--- src/rtl/nibble_serial_adder_ctrl.sv ---
// Runs an external 4-bit ripple adder one nibble per clock to add two W-bit operands, least significant nibble first.
// Optional macro SUB_EN adds a sub port; subtraction inverts B and seeds the carry with 1.
module nibble_serial_adder_ctrl #(
    parameter  int NIBBLES = 4,
    localparam int W       = 4 * NIBBLES
) (
    input  logic         clk,
    input  logic         rst_n,
    input  logic         start,
    input  logic [W-1:0] op_a,
    input  logic [W-1:0] op_b,
`ifdef SUB_EN
    input  logic         sub,
`endif
    output logic         busy,
    output logic         done,
    output logic [W-1:0] result,
    output logic         cout,
    output logic [3:0]   add_a,
    output logic [3:0]   add_b,
    output logic         add_cin,
    input  logic [3:0]   add_s,
    input  logic         add_cout,
    output logic [1:0]   dbg_state
);

    // Handshake: start is taken only in IDLE or DONE. busy is high for
    // exactly NIBBLES cycles, then done pulses for one cycle with result/cout valid.
    typedef enum logic [1:0] {
        IDLE = 2'd0,
        ADD  = 2'd1,
        DONE = 2'd2
    } state_t;

    localparam int            KW     = $clog2(NIBBLES + 1);
    localparam logic [KW-1:0] K_LAST = KW'(NIBBLES - 1);

    state_t         state;
    logic [W-1:0]   sa;
    logic [W-1:0]   sb;
    logic           c;
    logic [KW-1:0]  k;
    logic           sub_r;
    logic           start_sub;
    logic           accept;
    logic [W+3:0]   res_cat;

`ifdef SUB_EN
    assign start_sub = sub;
`else
    assign start_sub = 1'b0;
`endif

    assign accept  = start && (state == IDLE || state == DONE);
    // Concatenating first keeps the MSB-side shift legal when W is only 4.
    assign res_cat = {add_s, result};

    always_comb begin
        add_a   = 4'd0;
        add_b   = 4'd0;
        add_cin = 1'b0;
        if (state == ADD) begin
            add_a   = sa[3:0];
            add_b   = sub_r ? ~sb[3:0] : sb[3:0];
            add_cin = c;
        end
    end

    assign dbg_state = state;

    always_ff @(posedge clk) begin
        if (!rst_n) begin
            state  <= IDLE;
            busy   <= 1'b0;
            done   <= 1'b0;
            result <= '0;
            cout   <= 1'b0;
            sa     <= '0;
            sb     <= '0;
            c      <= 1'b0;
            k      <= '0;
            sub_r  <= 1'b0;
        end else if (accept) begin
            sa    <= op_a;
            sb    <= op_b;
            sub_r <= start_sub;
            c     <= start_sub;
            k     <= '0;
            state <= ADD;
            busy  <= 1'b1;
            done  <= 1'b0;
        end else begin
            case (state)
                ADD: begin
                    result <= res_cat[W+3:4];
                    sa     <= sa >> 4;
                    sb     <= sb >> 4;
                    c      <= add_cout;
                    k      <= k + KW'(1);
                    if (k == K_LAST) begin
                        state <= DONE;
                        busy  <= 1'b0;
                        done  <= 1'b1;
                        cout  <= add_cout;
                    end
                end
                DONE: begin
                    done  <= 1'b0;
                    state <= IDLE;
                end
                default: begin
                    state <= IDLE;
                end
            endcase
        end
    end

endmodule

--- config.mk ---
export PLATFORM = sky130hd
export DESIGN_NAME = nibble_serial_adder_ctrl
export DESIGN_NICKNAME = d
export VERILOG_FILES = /design/src/rtl/nibble_serial_adder_ctrl.sv
export SDC_FILE = /design/constraint.sdc
export NUM_CORES = 1
export LEC_CHECK = 0
export ABC_AREA = 1
export CAP_MARGIN = 5
export CORE_UTILIZATION = 43
export CTS_CLUSTER_SIZE = 12
export DETAILED_ROUTE_END_ITERATION = 12
export PLACE_DENSITY_LB_ADDON = 0.12
export SLEW_MARGIN = 20
export SYNTH_ARGS = -nofsm -noshare
export SYNTH_HDL_FRONTEND = slang
export SYNTH_SLANG_ARGS = --single-unit
--- constraint.sdc ---
create_clock -name clk -period 1.1 [get_ports clk]
set_input_delay 0.22 -clock clk [delete_from_list [all_inputs] [get_ports clk]]
set_output_delay 0.22 -clock clk [all_outputs]
set_load 0.01 [all_outputs]
==> reports/qor.csv <==
metric,value,unit
status,"complete, but fails checks",
violations,setup timing,
rows,27,
area_growth,61.8,%
ff2ff_path_depth,8,
reg2reg_from,dbg_state[0],
sw_frac_of_total,29.0,%
arrival,1150,ps
crit_type,register to output pin,
total_leakage_power,1.96,nW
final_common_cell,nor2_1,
hold_depth,3,
p_int,0.00396,W
utilization,73.1,%
slew_headroom,70.1,%
yosysSeqAreaShare,45.3,%
cp_num_buf_inv,3,
final_max_slew_viol_count,0,
ios,70,
instances_no_fill,546,
avgSynthCellArea,7.20,um^2
hold_class,primary input to register,
ys_warn_count,0,
io_buffers,69,
syn_area,2520,um^2
critical_path_required,880,ps
synth-seq-cells,57,
fin_crit_sh,124,%
fin_ws,-266,ps
vias,2629,
r2r_end,sa[2],
startpoint_type,register,
min_period,1370,ps
finalSetupViolCount,66,
track_usage,25.7,%
overflow,0,
cp_max_fo,7,
slowest_delay,330,ps
crit_chain,inv_4 > nand2_8 > buf_6 > nor2_2 > buf_2,
drc,0,
p_per_area,1370,nW/um^2
globalplace.congestion,0.776,
clockRootBuffer,clkbuf_8,
avgViaCountPerCell,4.82,
synthDistinctLibCells,21,
hold_end,sb[14],
initial_utilization,45.2,%
ir_drop,0.748,mV
cts.sinks,57,
worstHoldStart,op_b[14],
grt_max_degree,20,
rsz0062_at_grt,yes,
grt_pass1_wl,12000,um
dr.pass1.iters,4,
reg2reg_slack,-120,ps
drt-total-wl,7140,um
pwr-share-clk,33.8,%
hold_violations,0,
synth_fp_nets,392,
die_h,78.5,um
dpl.cell_count,504,
cts_buffers,9,
dp_hpwl,3860,um
postRouteAntennaNets,0,
post_route_cells_drive_above_1_share,34.8,%
first_iter_violations,65,
core_area,5570,um^2
die-area,6170,um^2
die_w,78.5,um
clk_latency,340,ps
crit_path_end_kind,output pin,
n_antenna_cell,0,
tightestPinTransition,449,ps
layout_common_cells,"nor2_1, nand2_1, inv_1",
antenna_found_initial,0,
fmax,732,MHz
holdBufCountCts,0,
cts.reportedPaths.clkPinSlew,70,ps
power_frac_comb,24.4,%
synthCells,350,
cp.depth,5,
p_sw,0.00162,W
clockBufferDepth,2,
power_frac_seq,41.8,%
routedWlPerCell,13.1,um
grt_pass1_vias,2616,
skew,8.42,ps
cap_viol_max_count,0,
cpLargestDelayFamily,flip-flops,
cts_tree,yes,
htree_num_levels,3,
cpMaxStageDelayCell,dfxtp_2,
final_nets,511,
[sequential cells by signal, summed over array words and instances, names as in the netlist]
signal     cells
sa            16
c              1
cout           1
sb            16
result        16
busy           1
done           1
dbg_state      2
k              3
[synthesized netlist by cell type]
master	instances	area, um^2
nand3_1	28	140
nand2_8	3	60.1
clkbuf_1	7	26.3
inv_2	1	3.75
a21oi_1	16	80.1
o21ai_0	31	155
nor2_1	72	270
o211a_1	6	60.1
nor2_4	1	11.3
buf_4	5	37.5
xor2_1	1	8.76
inv_1	50	188
inv_4	1	6.26
buf_6	3	33.8
nor2_2	1	6.26
inv_8	1	11.3
buf_2	3	15.0
a21oi_2	2	17.5
nand2_1	59	221
ha_1	2	25.0
dfxtp_1	57	1140
[timing repair]
item,in CTS,in global routing
setup buffers,20,1
setup endpoints to repair,87,70
gates cloned,10,0
pin swaps,4,11
gates resized for setup,207,16
[kinds of logic after synthesis]
kind of cell,after synthesis,synth area share (%)
simple gates,164,28.2
buf+inv,71,12.8
xor+xnor,1,0.348
flops,57,45.3
compound gates,55,12.4
fa+ha+maj,2,0.993
[worst max path at each step]
stage	startpoint	endpoint	slack, ps
2_1_floorplan	dbg_state[0]	sa[7]	-30
3_3_place_gp	start	sa[7]	-430
3_5_place_dp	start	sa[12]	-450
4_1_cts	dbg_state[1]	add_b[1]	-280
5_1_grt	dbg_state[1]	add_b[2]	-320
6_report	dbg_state[1]	add_b[2]	-270
[worst min-delay path, stage by stage]
cell	delay, ps
clkdlybuf4s50_1	390
nand2_1	80
a21oi_2	50
[power groups by stage]
| stage | combinational, W | sequential (W) | clock (W) |
|---|---|---|---|
| after floorplan | 0.000600 | 0.00238 | 0 |
| after global placement | 0.00106 | 0.00236 | 0 |
| after detailed placement | 0.00108 | 0.00236 | 0 |
| after CTS | 0.00136 | 0.00233 | 0.00188 |
| after global routing | 0.00149 | 0.00235 | 0.00200 |
| final | 0.00136 | 0.00234 | 0.00189 |
[layout make-up]
| class | count | area (um^2) |
|---|---|---|
| clock inverter | 2 | 10.0 |
| timing repair inverter | 1 | 8.76 |
| fill | 437 | 1500 |
| multi-input combinational | 228 | 1310 |
| tap | 72 | 90.1 |
| sequential | 57 | 1160 |
| timing repair buffer | 119 | 1090 |
| inverter | 53 | 226 |
| clock buffer | 14 | 183 |
[per-stage QoR]
stage / hold WS, ps / setup TNS, ps / total power (W) / area, um^2 / setup slack (ps)
3_5_place_dp: 449 / -21130 / 0.00344 / 3490 / -452
4_1_cts: 455 / -7540 / 0.00557 / 4130 / -284
3_3_place_gp: 441 / -20180 / 0.00341 / 3490 / -430
6_report: 451 / -6930 / 0.00558 / 4080 / -266
5_1_grt: 465 / -10920 / 0.00585 / 4080 / -322
2_1_floorplan: 323 / -320 / 0.00298 / 2600 / -25.8
[routing by layer]
| metal | share of wire (%) | vias up | GRT usage, % | wire length [um] |
|---|---|---|---|---|
| met3 | 4.6 | 18 | 7.21 | 328 |
| li1 | - | 1336 | - | - |
| met2 | 49 | 74 | 43.5 | 3510 |
| met1 | 44 | 1201 | 29.9 | 3110 |
| met5 | 0 | - | 0 | 0 |
| met4 | 2.7 | 0 | 11.7 | 190 |
Note: power is estimated with default switching activity, not from simulation.
